[src/rtl/audio_codec_rjm_slave_if.sv]
// Parallel and serial signal bundle between a right-justified audio master
// and the codec-side slave.
interface audio_codec_rjm_slave_if #(
    parameter int WD = 24
);
    logic          en_i;
    logic          codec_bclk_i;
    logic          codec_lrck_i;
    logic          dac_serial_data_i;
    logic [WD-1:0] adc_left_i;
    logic [WD-1:0] adc_right_i;
    logic          adc_valid_i;
    logic          adc_serial_data_o;
    logic          adc_req_o;
    logic [WD-1:0] dac_left_o;
    logic [WD-1:0] dac_right_o;
    logic          dac_valid_o;
    logic          frame_err_o;

    modport slave (
        input  en_i, codec_bclk_i, codec_lrck_i, dac_serial_data_i,
        input  adc_left_i, adc_right_i, adc_valid_i,
        output adc_serial_data_o, adc_req_o, dac_left_o, dac_right_o,
        output dac_valid_o, frame_err_o
    );

    modport master (
        output en_i, codec_bclk_i, codec_lrck_i, dac_serial_data_i,
        output adc_left_i, adc_right_i, adc_valid_i,
        input  adc_serial_data_o, adc_req_o, dac_left_o, dac_right_o,
        input  dac_valid_o, frame_err_o
    );
endinterface

[src/rtl/audio_codec_rjm_slave.sv]
// Right-justified codec slave: follows external bclk/lrck, serializes the ADC
// pair and deserializes the DAC line into a stereo pair.
module audio_codec_rjm_slave #(
    parameter int WD   = 24,
    parameter int SLOT = 32
) (
    input logic                    clk_i,
    input logic                    rst_ni,
    audio_codec_rjm_slave_if.slave bus
);
    localparam int              CW      = $clog2(SLOT);
    localparam int              IW      = (WD > 1) ? $clog2(WD) : 1;
    localparam logic [CW-1:0]   LAST    = CW'(SLOT - 1);
    localparam logic [CW:0]     PAD_END = (CW+1)'(SLOT - WD);
    localparam logic [CW:0]     N_END   = (CW+1)'(SLOT);
    localparam logic [CW:0]     N_TOP   = (CW+1)'(SLOT - 1);

    typedef enum logic [1:0] {IDLE, SYNC, RUN} state_t;

    // Bit n of a slot: leading padding zeros, then the word MSB first.
    function automatic logic tx_bit(input logic [WD-1:0] w, input logic [CW:0] n);
        if (n >= PAD_END && n < N_END) return w[IW'(N_TOP - n)];
        return 1'b0;
    endfunction

    logic r_bclk_p0, r_bclk_p1, r_bclk_p2;
    logic r_lrck_p0, r_lrck_p1;
    logic r_dat_p0, r_dat_p1;
    logic r_rise_p3, r_fall_p3, r_lrck_p3, r_dat_p3;

    // Stage p0/p1: two-flop synchronizers; p2: delayed bclk; p3: registered edges
    always_ff @(posedge clk_i or negedge rst_ni) begin
        if (!rst_ni) begin
            r_bclk_p0 <= 1'b0;
            r_bclk_p1 <= 1'b0;
            r_bclk_p2 <= 1'b0;
            r_lrck_p0 <= 1'b0;
            r_lrck_p1 <= 1'b0;
            r_dat_p0  <= 1'b0;
            r_dat_p1  <= 1'b0;
            r_rise_p3 <= 1'b0;
            r_fall_p3 <= 1'b0;
            r_lrck_p3 <= 1'b0;
            r_dat_p3  <= 1'b0;
        end else begin
            r_bclk_p0 <= bus.codec_bclk_i;
            r_bclk_p1 <= r_bclk_p0;
            r_bclk_p2 <= r_bclk_p1;
            r_lrck_p0 <= bus.codec_lrck_i;
            r_lrck_p1 <= r_lrck_p0;
            r_dat_p0  <= bus.dac_serial_data_i;
            r_dat_p1  <= r_dat_p0;
            r_rise_p3 <= r_bclk_p1 & ~r_bclk_p2;
            r_fall_p3 <= ~r_bclk_p1 & r_bclk_p2;
            r_lrck_p3 <= r_lrck_p1;
            r_dat_p3  <= r_dat_p1;
        end
    end

    state_t        r_state;
    logic [CW-1:0] r_cnt;
    logic          r_lrck_prev;
    logic [WD-1:0] r_rx, r_stage;
    logic [WD-1:0] r_hold_l, r_hold_r, r_tx_l, r_tx_r;
    logic [WD-1:0] r_dac_l, r_dac_r;
    logic          r_sdo, r_req, r_dval, r_ferr;

    logic          w_bound, w_up, w_down, w_cnt_last, w_tx_bit;
    logic [CW:0]   w_n;
    logic [WD-1:0] w_word;

    assign w_bound    = r_rise_p3 && (r_lrck_p3 != r_lrck_prev);
    assign w_up       = w_bound && r_lrck_p3;
    assign w_down     = w_bound && !r_lrck_p3;
    assign w_cnt_last = (r_cnt == LAST);
    assign w_n        = {1'b0, r_cnt} + (CW+1)'(1);
    assign w_word     = r_lrck_prev ? r_tx_l : r_tx_r;
    assign w_tx_bit   = tx_bit(w_word, w_n);

    // Stage p4: slot tracking, word transfer and serial output
    always_ff @(posedge clk_i or negedge rst_ni) begin
        if (!rst_ni) begin
            r_state     <= IDLE;
            r_cnt       <= '0;
            r_lrck_prev <= 1'b0;
            r_rx        <= '0;
            r_stage     <= '0;
            r_hold_l    <= '0;
            r_hold_r    <= '0;
            r_tx_l      <= '0;
            r_tx_r      <= '0;
            r_dac_l     <= '0;
            r_dac_r     <= '0;
            r_sdo       <= 1'b0;
            r_req       <= 1'b0;
            r_dval      <= 1'b0;
            r_ferr      <= 1'b0;
        end else begin
            r_req  <= 1'b0;
            r_dval <= 1'b0;
            r_ferr <= 1'b0;
            if (bus.adc_valid_i) begin
                r_hold_l <= bus.adc_left_i;
                r_hold_r <= bus.adc_right_i;
            end
            // lrck history is kept even while idle so re-enabling mid-slot
            // cannot mistake the current level for a fresh boundary.
            if (r_rise_p3) r_lrck_prev <= r_lrck_p3;

            if (!bus.en_i) begin
                r_state <= IDLE;
                r_cnt   <= '0;
                r_sdo   <= 1'b0;
            end else begin
                case (r_state)
                    IDLE: begin
                        r_state <= SYNC;
                        r_sdo   <= 1'b0;
                    end
                    SYNC: begin
                        r_sdo <= 1'b0;
                        if (r_rise_p3) begin
                            r_rx  <= {r_rx[WD-2:0], r_dat_p3};
                            r_cnt <= w_bound ? '0 : r_cnt + CW'(1);
                            if (w_up) begin
                                r_state <= RUN;
                                r_tx_l  <= r_hold_l;
                                r_tx_r  <= r_hold_r;
                                r_req   <= 1'b1;
                            end
                        end
                    end
                    RUN: begin
                        if (r_rise_p3) begin
                            r_rx <= {r_rx[WD-2:0], r_dat_p3};
                            if (w_bound) begin
                                r_cnt <= '0;
                                if (!w_cnt_last) begin
                                    r_ferr  <= 1'b1;
                                    r_state <= SYNC;
                                    r_stage <= '0;
                                    r_sdo   <= 1'b0;
                                end else if (w_down) begin
                                    r_stage <= r_rx;
                                end else begin
                                    r_dac_r <= r_rx;
                                    r_dac_l <= r_stage;
                                    r_dval  <= 1'b1;
                                    r_tx_l  <= r_hold_l;
                                    r_tx_r  <= r_hold_r;
                                    r_req   <= 1'b1;
                                end
                            end else if (w_cnt_last) begin
                                r_ferr  <= 1'b1;
                                r_state <= SYNC;
                                r_stage <= '0;
                                r_sdo   <= 1'b0;
                                r_cnt   <= r_cnt + CW'(1);
                            end else begin
                                r_cnt <= r_cnt + CW'(1);
                            end
                        end
                        if (r_fall_p3) r_sdo <= w_tx_bit;
                    end
                    default: r_state <= IDLE;
                endcase
            end
        end
    end

    assign bus.adc_serial_data_o = r_sdo;
    assign bus.adc_req_o         = r_req;
    assign bus.dac_left_o        = r_dac_l;
    assign bus.dac_right_o       = r_dac_r;
    assign bus.dac_valid_o       = r_dval;
    assign bus.frame_err_o       = r_ferr;
endmodule

[src/flat_wrapper.sv]
// flat-port wrapper written by rule: the top's interface ports become plain ports
module audio_codec_rjm_slave_flat 
#(
    parameter int WD   = 24,
    parameter int SLOT = 32
)
  (clk_i, rst_ni, bus_en_i, bus_codec_bclk_i, bus_codec_lrck_i, bus_dac_serial_data_i, bus_adc_left_i, bus_adc_right_i, bus_adc_valid_i, bus_adc_serial_data_o, bus_adc_req_o, bus_dac_left_o, bus_dac_right_o, bus_dac_valid_o, bus_frame_err_o);
  audio_codec_rjm_slave_if #(.WD(WD)) bus_i ();
  input logic clk_i;
  input logic rst_ni;
  input wire logic [$bits(bus_i.en_i)-1:0] bus_en_i;
  input wire logic [$bits(bus_i.codec_bclk_i)-1:0] bus_codec_bclk_i;
  input wire logic [$bits(bus_i.codec_lrck_i)-1:0] bus_codec_lrck_i;
  input wire logic [$bits(bus_i.dac_serial_data_i)-1:0] bus_dac_serial_data_i;
  input wire logic [$bits(bus_i.adc_left_i)-1:0] bus_adc_left_i;
  input wire logic [$bits(bus_i.adc_right_i)-1:0] bus_adc_right_i;
  input wire logic [$bits(bus_i.adc_valid_i)-1:0] bus_adc_valid_i;
  output wire logic [$bits(bus_i.adc_serial_data_o)-1:0] bus_adc_serial_data_o;
  output wire logic [$bits(bus_i.adc_req_o)-1:0] bus_adc_req_o;
  output wire logic [$bits(bus_i.dac_left_o)-1:0] bus_dac_left_o;
  output wire logic [$bits(bus_i.dac_right_o)-1:0] bus_dac_right_o;
  output wire logic [$bits(bus_i.dac_valid_o)-1:0] bus_dac_valid_o;
  output wire logic [$bits(bus_i.frame_err_o)-1:0] bus_frame_err_o;
  assign bus_i.en_i = bus_en_i;
  assign bus_i.codec_bclk_i = bus_codec_bclk_i;
  assign bus_i.codec_lrck_i = bus_codec_lrck_i;
  assign bus_i.dac_serial_data_i = bus_dac_serial_data_i;
  assign bus_i.adc_left_i = bus_adc_left_i;
  assign bus_i.adc_right_i = bus_adc_right_i;
  assign bus_i.adc_valid_i = bus_adc_valid_i;
  assign bus_adc_serial_data_o = bus_i.adc_serial_data_o;
  assign bus_adc_req_o = bus_i.adc_req_o;
  assign bus_dac_left_o = bus_i.dac_left_o;
  assign bus_dac_right_o = bus_i.dac_right_o;
  assign bus_dac_valid_o = bus_i.dac_valid_o;
  assign bus_frame_err_o = bus_i.frame_err_o;
  audio_codec_rjm_slave #(.WD(WD), .SLOT(SLOT)) u_core (.clk_i(clk_i), .rst_ni(rst_ni), .bus(bus_i));
endmodule
[config.mk]
export PLATFORM = sky130hd
export DESIGN_NAME = audio_codec_rjm_slave_flat
export DESIGN_NICKNAME = d
export VERILOG_FILES = /design/src/rtl/audio_codec_rjm_slave_if.sv /design/src/rtl/audio_codec_rjm_slave.sv /design/src/flat_wrapper.sv
export SDC_FILE = /design/constraint.sdc
export NUM_CORES = 1
export LEC_CHECK = 0
export ABC_AREA = 1
export ABC_CLOCK_PERIOD_IN_PS = 2700
export CORE_ASPECT_RATIO = 1.25
export CORE_MARGIN = 3
export CORE_UTILIZATION = 35
export DETAILED_ROUTE_END_ITERATION = 12
export HOLD_SLACK_MARGIN = 0.1
export PLACE_DENSITY = 0.66
export SLEW_MARGIN = 20
export SYNTH_ARGS = -nofsm -noshare
export SYNTH_HDL_FRONTEND = slang
export SYNTH_SLANG_ARGS = --single-unit
export TNS_END_PERCENT = 1
[constraint.sdc]
create_clock -name clk_i -period 2.7 [get_ports clk_i]
set_input_delay 0.54 -clock clk_i [delete_from_list [all_inputs] [get_ports clk_i]]
set_output_delay 0.54 -clock clk_i [all_outputs]
set_load 0.02 [all_outputs]
==> impl_metrics.ini <==
[run_status]
outcome = finished, final reports clean

[floorplanning]
core_um2 = 24600
fp.dieW_um = 148
num_rows = 64
start_util_pct = 35.7
fp.dieH_um = 183
ios = 107
die_area_um2 = 27000

[cells_and_area]
final_common_cell = nand2_1
final_cell_mix = 255 x nand2_1, 215 x dfrtp_1, 104 x clkdlybuf4s50_1
layout-drive-gt1-share_pct = 10.4
diodes = 0
final_area_um2 = 10900
final_nets = 1057
area_delta_synth_final_pct = 24.3

[cts]
path_clk_slew_ns = 0.06
cts_num_sinks = 215
cts_made_buffers = 22
cts_tree = done
root_buffer = clkbuf_16
htreeDepth = 1
clk_latency_ns = 0.51
cts_max_path_buffers = 3

[sta]
worst_pin_slew_ns = 0.602
maxSlewViolCount = 0
fmax_mhz = 445
setup_viol_count_final = 0
clock_skew_ns = 0.0139
slew_headroom_pct = 59.8
hold_viol = 0
rsz0062_at_grt = no
min_period_ns = 2.25
timing.final.crit_share_pct = 83.2
tns_ns = 0

[logic_synthesis]
ys_ff_latch = 215
synthMuxAreaShare_pct = 5.51
syn_inst = 894
synth_nets = 957
synthArstFlopShare_pct = 100
yosysTopAreaCell = dfrtp_1
synthXorXnorAreaFrac_pct = 0.299
syn-cell-area_um2 = 8780
synth_ff_type = dfrtp_1
yosys_warnings = 0
synth-edff-count = 0
yosysTopAreaCellShare_pct = 61.3
ys_top_cells_by_area = dfrtp_1 61%, nand2_1 11%, o21ai_0 5.2%
synth_compound_area_share_pct = 9.33
synth_top_family_by_area = simple AND/OR/NAND/NOR gates
synthSimpleGateAreaFrac_pct = 15.5
synth_fa_ha_area_share_pct = 1.14
postSynthAreaPerCell_um2 = 9.82
synth_cell_types = 34
ys_seq_area_share_pct = 61.3

[global_route]
track_usage_pct = 12.7
grt_pass1_vias = 5919
grt_pass1_wl_mm = 28.8
grt_max_degree = 57
grt_overflow = 0
antenna_found_initial = 0

[detailed_routing]
ant_nets = 0
drt_wl_total_mm = 17.1
drtIter0Drc = 311
drc = 0
drt-vias-per-instance = 4.51
num_vias = 6036
routedWlPerCell_um = 12.8
first_pass_iters = 4

[placed_design]
dp.final_hpwl_mm = 11.5
placed_area_um2 = 10200
port_buffers = 106
place_congestion = 0.816

[worst_setup_path]
crit_path_end_kind = flop
crit_required_ns = 3.12
worstPathMaxFanout = 5
cp-start-kind = flop
arrival_ns = 2.67
criticalPathCategory = flop to flop

[power_and_ir_drop]
power.density_nw_per_um2 = 771
switching_power_mw = 2.36
irDropWorstVdd_uv = 534
p_clk_share_pct = 36.0
seq_power_share_pct = 47.3
switching_share_pct = 28.0
p_leak_nw = 5.20
p_int_mw = 6.05
combinationalPowerShare_pct = 16.7

[worst_hold_path]
worstHoldPathType = flop to flop

[run]
max_cap_viol_count = 0
path summary, 6_finish.rpt:
path	startpoint	endpoint	slack, ns	cells past startpoint
setup / recovery	u_core.r_cnt[1]	u_core.r_state[0]	0.45	11
hold / removal	u_core.r_bclk_p0	u_core.r_bclk_p1	0.35	0
setup reg to reg	u_core.r_cnt[1]	u_core.r_state[0]	0.45	11
hold reg to reg	u_core.r_bclk_p0	u_core.r_bclk_p1	0.35	0
max in group asynchronous	rst_ni	u_core.r_fall_p3	1.43	3
min in group asynchronous	rst_ni	u_core.bus.dac_left_o[21]	0.56	2
per-layer routing:
metal / track usage, % / wire (um) / up-vias
li1: - / - / 3051
met1: 17.1 / 7920 / 2811
met2: 20.7 / 7900 / 135
met3: 2.13 / 776 / 39
met4: 4.66 / 503 / 0
met5: 0 / 0 / -
what timing repair did:
item                                   CTS  global route
gates resized for setup                  0             0
endpoints found under the hold margin   49             0
hold buffers                             1             0
buffers inserted                         0             0
power groups by stage:
stage	combinational (mW)	clock (mW)	sequential [mW]
global placement	1.40	0	4.02
global route	1.67	3.25	4.04
CTS	1.43	3.13	3.98
floorplan	1.08	0	3.94
detailed placement	1.43	0	4.04
finish	1.40	3.03	3.98
area by class of cell:
class	instances	area, um2
clock inverter	8	97.6
timing repair buffer	120	1240
multi-input combinational	544	2820
tap	330	413
inverter	91	342
fill	2389	13700
clock buffer	31	626
sequential	215	5380
metrics by stage:
stage | instances | hold slack (ns) | worst slack, ns | total power [mW] | util (%)
2_1_floorplan | 894 | 0.244 | 0.825 | 5.02 | -
3_3_place_gp | 1299 | 0.335 | 0.553 | 5.42 | 41.4
3_5_place_dp | 1299 | 0.337 | 0.490 | 5.46 | 41.4
4_1_cts | 1339 | 0.350 | 0.503 | 8.55 | 44.4
5_1_grt | 1339 | 0.357 | 0.368 | 8.96 | 44.4
6_report | 1339 | 0.347 | 0.454 | 8.41 | 44.4
registers in the layout, summed over array words and instances (netlist names), 2 cells and up:
register and flops:
u_core.r_stage 24, u_core.r_tx_l 24, u_core.r_hold_l 24, u_core.r_rx 24
u_core.r_state 2, u_core.bus.dac_left_o 24, u_core.r_cnt 5, u_core.r_tx_r 24
u_core.r_hold_r 24, u_core.bus.dac_right_o 24
cells by family after synthesis:
family	after synthesis
AND/OR/NAND/NOR	334
flip-flops	215
AO/OA/AOI/OAI	156
buffers and inverters	135
multiplexers	43
adder cells (fa/ha/maj)	8
XOR/XNOR	3
Yosys cell counts (5+ instances only):
master and count:
nand2_1 255, o21ai_2 5, mux2_1 6, nor2_1 30, buf_4 11, dfrtp_1 215, nand3_1 36, inv_1 88
clkbuf_1 18, mux2_2 37, o21ai_0 92, buf_6 7, a21oi_1 7, o21ai_1 45, ha_1 8, buf_2 8
worst max-delay path, cell delays in order (launching register included):
cell and delay, ns:
dfrtp_1 0.37, ha_1 0.19, nand2_1 0.05, nor2_1 0.10, ha_1 0.35, inv_1 0.14
ha_1 0.21, o31ai_1 0.33, o21ai_0 0.14, inv_1 0.12, o211ai_1 0.09, o21ai_0 0.08
Note: power is estimated with default switching activity, not from simulation.
